--- src/rtl/npu_chain_sequencer_pkg.sv ---
// Shared state encoding and default widths for the NPU chain sequencer.
package npu_chain_sequencer_pkg;

  localparam int unsigned DefOrfAwidth  = 4;
  localparam int unsigned DefDramAwidth = 10;
  localparam int unsigned DefTimeout    = 1023;

  typedef enum logic [2:0] {
    StIdle,
    StMvuRst,
    StMvuRun,
    StDrain,
    StFlush,
    StFin
  } seq_state_e;

endpackage

--- src/rtl/npu_chain_sequencer_seq_watchdog.sv ---
// Wait-state watchdog: counts while enabled, clears on demand, raises a sticky error at TIMEOUT.
module seq_watchdog #(
  parameter int unsigned TIMEOUT = 1023
) (
  input  logic clk,
  input  logic reset,
  input  logic clear_i,
  input  logic count_en_i,
  output logic expired_o,
  output logic err_o
);

  localparam int unsigned CntW = (TIMEOUT > 0) ? $clog2(TIMEOUT + 1) : 1;
  localparam logic [CntW-1:0] CntMax = CntW'(TIMEOUT);

  logic [CntW-1:0] cnt_q;
  logic            err_q;

  assign expired_o = count_en_i && (cnt_q == CntMax);
  assign err_o     = err_q;

  always_ff @(posedge clk) begin
    if (reset) begin
      cnt_q <= '0;
      err_q <= 1'b0;
    end else begin
      if (clear_i || !count_en_i) begin
        cnt_q <= '0;
      end else if (cnt_q != CntMax) begin
        cnt_q <= cnt_q + 1'b1;
      end
      if (expired_o) begin
        err_q <= 1'b1;
      end
    end
  end

endmodule

--- src/rtl/npu_chain_sequencer.sv ---
// Owns one matrix-vector job: MVU reset/start, ORF drain into the MFU, and result writeback to DRAM.
module npu_chain_sequencer
  import npu_chain_sequencer_pkg::*;
#(
  parameter int unsigned ORF_AWIDTH  = DefOrfAwidth,
  parameter int unsigned DRAM_AWIDTH = DefDramAwidth,
  parameter int unsigned TIMEOUT     = DefTimeout
) (
  input  logic                   clk,
  input  logic                   reset,
  input  logic                   cmd_valid,
  output logic                   cmd_ready,
  input  logic [ORF_AWIDTH:0]    cmd_rows,
  input  logic [DRAM_AWIDTH-1:0] cmd_base,
  input  logic                   cmd_bypass,
  output logic                   reset_mvu,
  output logic                   start_mvu,
  input  logic                   done_mvm,
  output logic [ORF_AWIDTH-1:0]  orf_rd_addr,
  output logic                   in_data_available,
  input  logic                   out_data_available,
  output logic                   wr_sel_bypass,
  output logic [DRAM_AWIDTH-1:0] dram_addr,
  output logic                   dram_write_enable,
  output logic                   busy,
  output logic                   done,
  output logic                   err
);

  localparam logic [ORF_AWIDTH:0] RowOne = 1;

  seq_state_e state_q, state_d;

  logic [ORF_AWIDTH:0]    rows_q;
  logic [DRAM_AWIDTH-1:0] base_q;
  logic                   bypass_q;
  logic [ORF_AWIDTH:0]    ic_q;
  logic [ORF_AWIDTH:0]    wc_q;
  logic                   byp_wr_q;

  logic [ORF_AWIDTH:0] ic_inc;
  logic                in_wb_window;
  logic                mfu_wr;
  logic                wr_en;
  logic                wd_clear;
  logic                wd_count_en;
  logic                wd_expired;
  logic                wd_err;

  assign ic_inc       = ic_q + RowOne;
  assign in_wb_window = (state_q == StDrain) || (state_q == StFlush);
  // MFU results past the last expected row are dropped rather than written.
  assign mfu_wr       = in_wb_window && !bypass_q && out_data_available && (wc_q != rows_q);
  assign wr_en        = bypass_q ? byp_wr_q : mfu_wr;

  always_comb begin
    state_d = state_q;
    unique case (state_q)
      StIdle: begin
        if (cmd_valid) begin
          state_d = (cmd_rows == '0) ? StFin : StMvuRst;
        end
      end
      StMvuRst: state_d = StMvuRun;
      StMvuRun: begin
        if (done_mvm) begin
          state_d = StDrain;
        end else if (wd_expired) begin
          state_d = StFin;
        end
      end
      StDrain: begin
        if (ic_inc == rows_q) begin
          state_d = StFlush;
        end
      end
      StFlush: begin
        if (wc_q == rows_q || wd_expired) begin
          state_d = StFin;
        end
      end
      StFin:   state_d = StIdle;
      default: state_d = StIdle;
    endcase
  end

  always_comb begin
    cmd_ready         = (state_q == StIdle);
    busy              = (state_q != StIdle);
    reset_mvu         = (state_q == StMvuRst);
    start_mvu         = (state_q == StMvuRun);
    done              = (state_q == StFin);
    in_data_available = (state_q == StDrain) && !bypass_q;
    orf_rd_addr       = '0;
    if (state_q == StDrain) begin
      orf_rd_addr = ic_q[ORF_AWIDTH-1:0];
    end
    wr_sel_bypass     = bypass_q;
    err               = wd_err;
    dram_write_enable = wr_en;
    dram_addr         = '0;
    if (wr_en) begin
      dram_addr = base_q + DRAM_AWIDTH'(wc_q);
    end
  end

  assign wd_count_en = (state_q == StMvuRun) || (state_q == StFlush);
  assign wd_clear    = (state_d != state_q) || wr_en;

  seq_watchdog #(
    .TIMEOUT(TIMEOUT)
  ) u_watchdog (
    .clk       (clk),
    .reset     (reset),
    .clear_i   (wd_clear),
    .count_en_i(wd_count_en),
    .expired_o (wd_expired),
    .err_o     (wd_err)
  );

  always_ff @(posedge clk) begin
    if (reset) begin
      state_q  <= StIdle;
      rows_q   <= '0;
      base_q   <= '0;
      bypass_q <= 1'b0;
      ic_q     <= '0;
      wc_q     <= '0;
      byp_wr_q <= 1'b0;
    end else begin
      state_q  <= state_d;
      // Bypass writes trail each ORF issue by the one-cycle ORF read latency.
      byp_wr_q <= (state_q == StDrain) && bypass_q;
      if (state_q == StIdle && cmd_valid) begin
        rows_q   <= cmd_rows;
        base_q   <= cmd_base;
        bypass_q <= cmd_bypass;
        ic_q     <= '0;
        wc_q     <= '0;
      end else begin
        if (state_q == StDrain) begin
          ic_q <= ic_inc;
        end
        if (wr_en) begin
          wc_q <= wc_q + RowOne;
        end
      end
    end
  end

endmodule

--- config.mk ---
export PLATFORM = sky130hd
export DESIGN_NAME = npu_chain_sequencer
export DESIGN_NICKNAME = d
export VERILOG_FILES = /design/src/rtl/npu_chain_sequencer_pkg.sv /design/src/rtl/npu_chain_sequencer_seq_watchdog.sv /design/src/rtl/npu_chain_sequencer.sv
export SDC_FILE = /design/constraint.sdc
export NUM_CORES = 1
export LEC_CHECK = 0
export ABC_AREA = 1
export BUFFER_PORTS_ARGS = -buffer_cell sky130_fd_sc_hd__buf_2
export CAP_MARGIN = 20
export CORE_MARGIN = 4
export CORE_UTILIZATION = 59
export DETAILED_ROUTE_END_ITERATION = 8
export HOLD_SLACK_MARGIN = 0.15
export PLACE_DENSITY_LB_ADDON = 0.3
export SLEW_MARGIN = 0
export SYNTH_ARGS = -nofsm -noshare
export SYNTH_HDL_FRONTEND = slang
export SYNTH_SLANG_ARGS = --single-unit
--- constraint.sdc ---
create_clock -name clk -period 2.9 [get_ports clk]
set_input_delay 0.435 -clock clk [delete_from_list [all_inputs] [get_ports clk]]
set_output_delay 0.435 -clock clk [all_outputs]
set_load 0.02 [all_outputs]
==> run metrics, run 1 <==
critical path's most frequent cell nand2_1; clk sink count 41; Critical Path Sink Type output port; largest net degree at the start of global routing 29; Cell Rows 22; Routed Wire Length 5.169 mm; die area 4982 um^2; yosys warns 0; Detailed Place HPWL 3.902 mm; share of layout cells above drive strength 1 16.75%; clk buf depth 2; Synth async-reset ratio 0%; largest family of logic cells by synthesized area simple AND/OR/NAND/NOR gates; Reg-to-Reg Start state_q[1]; number of post-CTS setup repair buffers 0; root buf cell clkbuf_8; DRT iter0 DRCs 178; GPL Wtd Cong 0.8353; area delta synth->final 14.51%; Vias 2,261; max cap viols 0; RSZ-0062 raised after global routing false; slowest CP cell dfxtp_1; Post-Syn Nets 368; final core occ 71.21%; Setup TNS 0 ps; post-synthesis register bit count 41; grt ovf 0; Synth Cell Area 2311 um^2; number of global-route vias before repair 2,108; Top Ports 44; Synth Area in Simple Gates 32.11%; H-Tree Depth 2; Hold Vio Cnt, Final 0; Layout Nets 412; CTS tree built; mux contribution to synthesized area 0%; Cell Chain, Critical Path ha_1, fa_1, nand3_1, nand2_1, nand2_1, a21oi_1, nand2_1, inv_1, a21oi_1, nor3_1, buf_2; count of cell types in the netlist 32; post-CTS sizing 0; post-synthesis compound-gate area fraction 14.56%; Avg Cell Area, Syn 6.837 um^2; Multi-input gate area 1295 um^2; Routed Antenna Nets 0; status complete, no violations; post-route DRC violation count 0; CP max FO 6; area share of the largest cell type after synthesis 35.52%; fmax 0.3814 GHz; Die X 70.59 um; Vias/cell 5.258; ANT cells 0; CP bufs+invs 2; clk_lat worst skew 300 ps; Setup Crit Path Kind register to output port; cell family with most CP delay adder cells; worst min path class input pin to register; CP peak stage delay 440 ps; Critical Path RT 2470 ps; Max VDD drop 395.0 uV; Worst Hold Launch cmd_base[3]; Synth Instances 338; Adder-Cell Fraction of Synth Area 5.198%; top cells by area, synth dfxtp_1, nand2_1, a21oi_1, inv_1, nor2_1; final period utilization 90.40%; Layout Skew 8.745 ps; clock slew at reported path FFs 70 ps; max_slew headroom 78.14%; EDFF count, synth 0; cts hold-fix bufs 0; Final Slew Violations 0; cell taking the most area after synthesis dfxtp_1; Leak 1.232 nW; first-pass GRT wire length 8.852 mm; Synth Flop Type dfxtp_1; Startpoint Class register; worst-margin pin slew 326.1 ps; Seq/Total Area, Yosys 35.52%; Synth Area in XOR/XNOR 4.169%; DR WL/cell 12.02 um; initial antenna violation count 0; Fillers 332; CP arrival 2190 ps; Reg area 820.8 um^2; Port Buffers 43; TritonRoute pass-1 iters 4; Pwr Total 0.001237 W; minimum clock period 2622 ps; Tot GR Track Use 21.71%; core area 3716 um^2; Final Setup Violations 0; Worst Setup SP wc_q[0]; PD cells 467.5 nW/um^2; die height 70.59 um; TritonCTS Buffers 5; Initial Utilization 62.19%
## cell type report
class                           instances  area share [%]
Multi-Input combinational cell        246           48.94
Inverter                               45           6.383
Tap cell                               48           2.270
Clock buffer                            7           3.262
Timing Repair Buffer                   43           8.132
Sequential cell                        41           31.02
## synth_stat cells, types with 2 or more instances
library cell  instances
a21oi_1              39
inv_2                 4
nor2_4                2
nand3_4               2
nand2_2               2
clkbuf_1              4
nor3_1                6
nand2_1              68
xnor2_1               4
nand3_1              26
inv_1                41
xor2_1                7
ha_1                  8
o21ai_0              22
nand4_1               6
nor2_1               41
dfxtp_1              41
## worst reg2reg max path, stage by stage, from the launching register on
cell     delay [ps]
dfxtp_1         400
nor2_2          180
inv_2            60
nor2_4          200
nand2_4         240
nor2_4          160
nand2_1          70
nand2_1          70
nor2_1           40
nand2_1         110
nand2_2          70
nand3_4         120
nor2_1           60
## sequential cells by signal, summed over array words and instances (netlist names)
signal            count
byp_wr_q              1
wc_q                  5
ic_q                  5
wr_sel_bypass         1
state_q               3
u_watchdog.err_o      1
rows_q                5
base_q               10
u_watchdog.cnt_q     10
## placed cells by master, fill, tap and decap left out, types with 6 or more instances in the layout
| cell type | count |
|---|---|
| nand2_1 | 68 |
| buf_2 | 43 |
| nor2_1 | 41 |
| inv_1 | 41 |
| dfxtp_1 | 41 |
| a21oi_1 | 39 |
| nand3_1 | 26 |
| o21ai_0 | 22 |
| ha_1 | 8 |
| xor2_1 | 7 |
| nor3_1 | 6 |
| nand4_1 | 6 |
| clkbuf_8 | 6 |
## through the flow
step / std cells / setup WS (ps) / cell area, um^2 / hold WS, ps
finish: 430 / 278.4 / 2646 / 408.8
global route: 430 / 53.49 / 2646 / 416.6
floorplan: 338 / 639.4 / 2311 / 445.3
CTS: 430 / 272.2 / 2646 / 410.6
detailed placement: 423 / 610.5 / 2560 / 441.8
global placement: 423 / 709.1 / 2560 / 434.9
## power by group
part	total [W]	switching [W]	internal, W	leakage [nW]
Clock	0.000371	0.000183	0.000189	0.0443
Sequential	0.000631	0.0000353	0.000596	0.334
Combinational	0.000234	0.000156	0.0000785	0.854
## path summary, 6_finish.rpt
check,end,slack (ps),cells after the start
setup / recovery,dram_addr[8],280,11
hold / removal,base_q[3],410,3
setup reg to reg,u_watchdog.cnt_q[9],1030,12
hold reg to reg,u_watchdog.err_o,450,2
## routing by layer
layer / share of wire [%] / vias to the layer above / wire, um / GRT usage (%)
li1: - / 1189 / - / -
met1: 46 / 1027 / 2402 / 27.43
met2: 48 / 36 / 2488 / 36.59
met3: 4.0 / 9 / 209 / 5.966
met4: 1.3 / 0 / 69 / 6.054
met5: 0 / - / 0 / 0
## cells by family after synthesis
logic type	Yosys count
simple gates	161
compound gates	65
buf+inv	51
flops	41
xor+xnor	11
fa+ha+maj	9
Note: power is estimated with default switching activity, not from simulation.
==> run 2: changes to the inputs <==
--- a/config.mk
+++ b/config.mk
@@ -5,11 +5,10 @@
 export SDC_FILE = /design/constraint.sdc
 export NUM_CORES = 1
 export LEC_CHECK = 0
-export ABC_AREA = 1
 export BUFFER_PORTS_ARGS = -buffer_cell sky130_fd_sc_hd__buf_2
 export CAP_MARGIN = 20
-export CORE_MARGIN = 4
-export CORE_UTILIZATION = 59
+export CORE_MARGIN = 2
+export CORE_UTILIZATION = 60
 export DETAILED_ROUTE_END_ITERATION = 8
 export HOLD_SLACK_MARGIN = 0.15
 export PLACE_DENSITY_LB_ADDON = 0.3
==> run 2 against run 1 <==
Die area fell by 9.0%. Highest routed layer unchanged. Sequential share of layout area fell by 1.4 points. Cell area rose by 4.9%. Synthesized area rose by 4.2%. Largest cell class unchanged.
==> run metrics, run 2 <==
Vias 2,234 (was 2,261); max cap viols 0 (unchanged); fmax 0.3649 GHz (was 0.3814 GHz); cell taking the most area after synthesis dfxtp_1 (unchanged); Critical Path RT 2470 ps (about the same); CTS tree built (unchanged); largest family of logic cells by synthesized area simple AND/OR/NAND/NOR gates (unchanged); Cell Chain, Critical Path ha_1, fa_1, a21o_1, a21o_1, a22o_1, xnor2_1, nor2_1, buf_2 (was ha_1, fa_1, nand3_1, nand2_1, nand2_1, a21oi_1, nand2_1, inv_1, a21oi_1, nor3_1, buf_2); Layout Skew 9.966 ps (was 8.745 ps); number of post-CTS setup repair buffers 0 (unchanged); Synth top cells by count nand2_1, dfxtp_1, nor2_1, a21oi_1 (was nand2_1, dfxtp_1, inv_1, nor2_1, a21oi_1); Final Setup Violations 0 (unchanged); first-pass GRT wire length 8.514 mm (was 8.852 mm); Top Ports 44 (unchanged); worst-margin pin slew 647.9 ps (was 326.1 ps); Psw 0.0003639 W (was 0.0003739 W); Synth Area in Simple Gates 31.50% (was 32.11%); commonest non-fill, non-tap cells in the layout nand2_1, buf_2, dfxtp_1, nor2_1, a21oi_1 (was nand2_1, buf_2, nor2_1, inv_1, dfxtp_1); post-route DRC violation count 0 (unchanged); core area 3943 um^2 (was 3716 um^2); clk_lat worst skew 300 ps (about the same); Routed Wire Length 5.283 mm (was 5.169 mm); Worst R2R Path Depth 6 (was 12); worst min path class input pin to register (unchanged); status complete, no violations (unchanged); PD cells 495.2 nW/um^2 (was 467.5 nW/um^2); Final Slew Violations 0 (unchanged); yosys warns 0 (unchanged); Vias/cell 5.699 (was 5.258); ANT cells 0 (unchanged); Comb pwr share 14.7% (was 18.9%); Synth Cell Area 2407 um^2 (was 2311 um^2); WHS Path Cells 3 (unchanged); Synth Instances 304 (was 338); EDFF count, synth 0 (unchanged); area delta synth->final 15.33% (was 14.51%); Cell Rows 23 (was 22); root buf cell clkbuf_8 (unchanged); cell family with most CP delay adder cells (unchanged); Reg-to-Reg Start state_q[1] (unchanged); clock slew at reported path FFs 90 ps (was 70 ps); Avg Cell Area, Syn 7.919 um^2 (was 6.837 um^2); Synth Flop Type dfxtp_1 (unchanged); Port Buffers 43 (unchanged); initial antenna violation count 0 (unchanged); Hold Vio Cnt, Final 0 (unchanged); TritonRoute pass-1 iters 4 (unchanged); hold slack 366.9 ps (was 408.8 ps); register share of total power 44.7% (was 51.0%); die height 67.34 um (was 70.59 um); Leak 1.159 nW (was 1.232 nW); GPL Wtd Cong 0.8357 (was 0.8353); internal power 0.001011 W (was 0.0008632 W); Synth Area in XOR/XNOR 8.732% (was 4.169%); Startpoint Class register (unchanged); Adder-Cell Fraction of Synth Area 4.990% (was 5.198%); clk sink count 41 (unchanged); R2R Setup Slk 470 ps (was 1030 ps); Largest regs base_q (10), u_watchdog.cnt_q (10) (unchanged); most frequent cell after synthesis nand2_1 (unchanged); Initial Utilization 61.06% (was 62.19%); count of cell types in the netlist 52 (was 32); Seq/Total Area, Yosys 34.10% (was 35.52%); Critical Path Sink Type output port (unchanged); Die X 67.34 um (was 70.59 um); share of layout cells above drive strength 1 18.71% (was 16.75%); clk buf depth 2 (unchanged); Synth async-reset ratio 0% (unchanged); die area 4535 um^2 (was 4982 um^2); Max VDD drop 411.0 uV (was 395.0 uV); critical path's most frequent cell a21o_1 (was nand2_1); Worst Hold Launch cmd_base[8] (was cmd_base[3]); top cells by area, synth dfxtp_1, nand2_1, a21oi_1, nor2_1, xnor2_1 (was dfxtp_1, nand2_1, a21oi_1, inv_1, nor2_1); post-synthesis register bit count 41 (unchanged); TritonCTS Buffers 5 (unchanged); slowest CP cell fa_1 (was dfxtp_1); mux contribution to synthesized area 0.8316% (was 0%); CP max FO 5 (was 6); Routed Antenna Nets 0 (unchanged); Sw Ratio 26.47% (was 30.22%); CP arrival 2310 ps (was 2190 ps); CP bufs+invs 1 (was 2); part of the power in the clock network 40.6% (was 30.0%); max_slew headroom 56.80% (was 78.14%); DR WL/cell 13.48 um (was 12.02 um); Setup TNS 0 ps (unchanged); H-Tree Depth 2 (unchanged); CP peak stage delay 410 ps (was 440 ps); r2r endpoint u_watchdog.cnt_q[2] (was u_watchdog.cnt_q[9]); area share of the largest cell type after synthesis 34.10% (was 35.52%); number of global-route vias before repair 1,933 (was 2,108); Post-Syn Nets 334 (was 368); DRT iter0 DRCs 156 (was 178); RSZ-0062 raised after global routing false (unchanged); Detailed Place HPWL 3.806 mm (was 3.902 mm); Layout Nets 371 (was 412); final period utilization 94.51% (was 90.40%); Hold EP base_q[8] (was base_q[3]); post-synthesis compound-gate area fraction 16.01% (was 14.56%); minimum clock period 2741 ps (was 2622 ps); grt ovf 0 (unchanged); Tot GR Track Use 24.11% (was 21.71%); largest net degree at the start of global routing 24 (was 29); Setup Crit Path Kind register to output port (unchanged)
==> run 2: cell types whose count changed after synthesis, sizes merged, moves of 6 or more <==
cell and change:
nand3 -18, nor2 -14, nor3b +7, and2 +7, a21oi -10, o21ai -16, clkbuf +7, nand2 -28
xnor2 +8, a31oi +6, inv -38
==> run 2: worst min-delay path: cells and delay by family <==
kind                   cells  cell delay [ps]
AO/OA/AOI/OAI              1               50
buffers and inverters      1              100
AND/OR/NAND/NOR            1               40
==> run 2: final cells by class <==
type,count,area (um^2)
multi-input combinational,241,1498
fill,327,1166
sequential,41,822.0
timing repair buffer,45,230.2
clock buffer,5,68.82
clock inverter,3,68.82
tap,50,62.56
inverter,7,26.28
==> run 2: worst max-delay path by stage <==
stage,start,end,slack [ps],depth (start not counted)
floorplan,wc_q[1],dram_addr[7],500,6
global placement,out_data_available,u_watchdog.cnt_q[5],480,7
detailed placement,wc_q[1],dram_addr[7],430,7
CTS,wc_q[1],dram_addr[7],100,7
global route,base_q[1],dram_addr[7],20,7
finish,wc_q[0],dram_addr[6],160,8
==> run 2: power groups by stage <==
stage / Clock [W] / Combinational [W] / Sequential [W]
after floorplan: 0 / 0.000153 / 0.000617
after global placement: 0 / 0.000196 / 0.000627
after detailed placement: 0 / 0.000200 / 0.000628
after CTS: 0.000561 / 0.000201 / 0.000615
after global routing: 0.000590 / 0.000225 / 0.000619
final: 0.000558 / 0.000202 / 0.000615
==> run 2: cell families after synthesis <==
logic type | count (synthesis)
buffers and inverters | 22
multiplexers | 2
XOR/XNOR | 24
adder cells (fa/ha/maj) | 9
flip-flops | 41
AND/OR/NAND/NOR | 145
AO/OA/AOI/OAI | 61
==> run 2: per-stage QoR <==
| step | power [W] | setup WS [ps] | area, um^2 | std cells | utilization, % |
|---|---|---|---|---|---|
| after global routing | 0.001435 | 19.18 | 2776 | 392 | 70.42 |
| after detailed placement | 0.0008280 | 432.5 | 2634 | 384 | 66.80 |
| after CTS | 0.001377 | 104.9 | 2771 | 392 | 70.30 |
| after floorplan | 0.0007701 | 500.0 | 2407 | 304 | - |
| final | 0.001375 | 159.3 | 2776 | 392 | 70.42 |
| after global placement | 0.0008232 | 481.0 | 2634 | 384 | 66.80 |
==> run 2: layer usage <==
| metal | vias to the layer above | share of wire, % | GRT usage (%) |
|---|---|---|---|
| met5 | - | 0 | 0 |
| met4 | 0 | 0.89 | 4.847 |
| met3 | 7 | 3.7 | 5.333 |
| met2 | 44 | 47 | 38.99 |
| met1 | 1041 | 48 | 33.13 |
| li1 | 1142 | - | - |
==> run 2: timing repair <==
item                                    in CTS  in global routing
endpoints found under the setup margin       0                  3
resized for setup                            0                  2
hold buffers                                 0                  0
==> run 3: changes to the inputs <==
--- a/config.mk
+++ b/config.mk
@@ -10,9 +10,10 @@
 export CORE_MARGIN = 2
 export CORE_UTILIZATION = 60
 export DETAILED_ROUTE_END_ITERATION = 8
+export GPL_TIMING_DRIVEN = 0
 export HOLD_SLACK_MARGIN = 0.15
 export PLACE_DENSITY_LB_ADDON = 0.3
-export SLEW_MARGIN = 0
+export SLEW_MARGIN = 10
 export SYNTH_ARGS = -nofsm -noshare
 export SYNTH_HDL_FRONTEND = slang
 export SYNTH_SLANG_ARGS = --single-unit
==> run 3 against run 2 <==
Count of clock-buffer cells in the layout increased by 1. Non-clock buffer count increased by 13. Via count increased by 1.8%. Clock power decreased by 35%. Register-to-register slack improved by 230 ps. Total power decreased by 14%. Maximum frequency decreased by 2.1%. Sequential share of layout area about the same. Worst hold slack improved by 7.8 ps. Critical endpoint is now dram_addr[8]. Largest cell class unchanged. Largest power group unchanged.
==> run metrics, run 3 (synthesis gave the netlist of run 2 again) <==
status complete, no violations (unchanged); Port Buffers 43 (unchanged); max cap viols 0 (unchanged); Tot GR Track Use 24.89% (was 24.11%); final period utilization 96.57% (was 94.51%); number of global-route vias before repair 2,009 (was 1,933); TritonRoute pass-1 iters 4 (unchanged); DP Worst Slack 404.7 ps (was 432.5 ps); final worst slack 99.52 ps (was 159.3 ps); Worst Hold Launch cmd_base[6] (was cmd_base[8]); R2R Setup Slk 700 ps (was 470 ps); Die X 67.34 um (unchanged); PD cells 428.9 nW/um^2 (was 495.2 nW/um^2); H-Tree Depth 2 (unchanged); internal power 0.0008363 W (was 0.001011 W); post-route DRC violation count 0 (unchanged); register share of total power 51.4% (was 44.7%); Startpoint Class register (unchanged); root buf cell clkbuf_8 (unchanged); r2r endpoint u_watchdog.cnt_q[8] (was u_watchdog.cnt_q[2]); Layout Skew 5.466 ps (was 9.966 ps); WHS Path Cells 3 (unchanged); Comb pwr share 18.1% (was 14.7%); Final Slew Violations 0 (unchanged); ANT cells 0 (unchanged); Hold EP base_q[6] (was base_q[8]); commonest non-fill, non-tap cells in the layout buf_2, nand2_1, dfxtp_1, nor2_1, a21oi_1 (was nand2_1, buf_2, dfxtp_1, nor2_1, a21oi_1); CP arrival 2370 ps (was 2310 ps); Largest regs base_q (10), u_watchdog.cnt_q (10) (unchanged); Worst R2R Path Depth 7 (was 6); Detailed Place HPWL 3.936 mm (was 3.806 mm); commonest non-fill, non-tap cell in the layout buf_2; Reg-to-Reg Start wc_q[0] (was state_q[1]); Max VDD drop 227.3 uV (was 411.0 uV); clk buf depth 2 (unchanged); Leak 1.157 nW (was 1.159 nW); CP max FO 5 (unchanged); Layout Cells excl Fill 405 (was 392); TritonCTS Buffers 5 (unchanged); DRT iter0 DRCs 112 (was 156); minimum clock period 2800 ps (was 2741 ps); part of the power in the clock network 30.6% (was 40.6%); grt ovf 0 (unchanged); Psw 0.0003529 W (was 0.0003639 W); clk_lat worst skew 300 ps (about the same); Sw Ratio 29.67% (was 26.47%); initial antenna violation count 0 (unchanged); # placed instances 397 (was 384); Final Setup Violations 0 (unchanged); Hold Vio Cnt, Final 0 (unchanged); area delta synth->final 15.18% (was 15.33%); GPL Wtd Cong 0.8035 (was 0.8357); Cell Rows 23 (unchanged); CTS tree built (unchanged); core area 3943 um^2 (unchanged); Critical Path RT 2470 ps (about the same); Vias/cell 5.617 (was 5.699); RSZ-0062 raised after global routing false (unchanged); number of post-CTS setup repair buffers 0 (unchanged); worst-margin pin slew 808.6 ps (was 647.9 ps); clk sink count 41 (unchanged); Vias 2,275 (was 2,234); Setup TNS 0 ps (unchanged); Setup Crit Path Kind register to output port (unchanged); Layout Nets 384 (was 371); DR WL/cell 13.14 um (was 13.48 um); Routed Wire Length 5.321 mm (was 5.283 mm); clock slew at reported path FFs 80 ps (was 90 ps); worst min path class input pin to register (unchanged); share of layout cells above drive strength 1 18.31% (was 18.71%); Top Ports 44 (unchanged); die height 67.34 um (unchanged); largest net degree at the start of global routing 13 (was 24); die area 4535 um^2 (unchanged); Critical Path Sink Type output port (unchanged); first-pass GRT wire length 8.638 mm (was 8.514 mm); Routed Antenna Nets 0 (unchanged); Initial Utilization 61.06% (unchanged); fmax 0.3571 GHz (was 0.3649 GHz); max_slew headroom 45.68% (was 56.80%); Pwr Total 0.001189 W (was 0.001375 W)
[run 3: changes by cell type in the layout (fill, tap and decap cells not counted)]
cell       before  now
inv_6           1    0
clkbuf_1        0   12
bufinv_16       2    0
buf_2          43   45
clkinv_2        0    2
[run 3: worst max-delay path by stage]
stage / from / endpoint / slack [ps] / cells past startpoint
floorplan: wc_q[1] / dram_addr[7] / 500 / 6
global placement: wc_q[1] / dram_addr[7] / 450 / 7
detailed placement: wc_q[0] / dram_addr[8] / 400 / 8
CTS: wc_q[0] / dram_addr[8] / 70 / 8
global route: wc_q[0] / dram_addr[8] / 7 / 8
finish: wc_q[0] / dram_addr[8] / 100 / 8
[run 3: final cells by class]
cell class / instances / area [um^2]
Buffer: 15 / 66.31
Inverter: 7 / 26.28
Fill cell: 335 / 1170
Tap cell: 50 / 62.56
Multi-Input combinational cell: 241 / 1498
Sequential cell: 41 / 822.0
Timing Repair Buffer: 43 / 215.2
Clock inverter: 2 / 10.01
Clock buffer: 6 / 72.57
[run 3: power groups by stage]
| stage | combinational (W) | clock, W | sequential [W] |
|---|---|---|---|
| 4_1_cts | 0.000214 | 0.000373 | 0.000611 |
| 6_report | 0.000215 | 0.000363 | 0.000611 |
| 5_1_grt | 0.000240 | 0.000396 | 0.000615 |
| 2_1_floorplan | 0.000153 | 0 | 0.000617 |
| 3_3_place_gp | 0.000209 | 0 | 0.000622 |
| 3_5_place_dp | 0.000213 | 0 | 0.000624 |
[run 3: per-layer routing]
layer  vias up  wire length (um)  track usage (%)
met2        40              2539            41.09
met1      1062              2541            31.76
met4         0                56            9.184
met5         -                 0                0
met3         5               184            5.500
li1       1168                 -                -
[run 3: timing repair]
action,CTS,global route
setup endpoints to repair,0,3
hold buffers,0,0
resized for setup,0,2
[run 3: metrics by stage]
step	cell area [um^2]	hold WS (ps)	util, %
6_report	2773	374.7	70.33
5_1_grt	2773	379.4	70.33
4_1_cts	2768	365.6	70.20
3_5_place_dp	2685	450.6	68.11
3_3_place_gp	2685	444.3	68.11
2_1_floorplan	2407	436.3	-
[run 3: critical path, stage by stage, from the launching register on]
cell	delay, ps
dfxtp_1	380
ha_1	230
fa_1	410
a21o_1	200
a21o_1	230
a21oi_2	190
o21ai_0	110
a21oi_1	130
buf_2	180
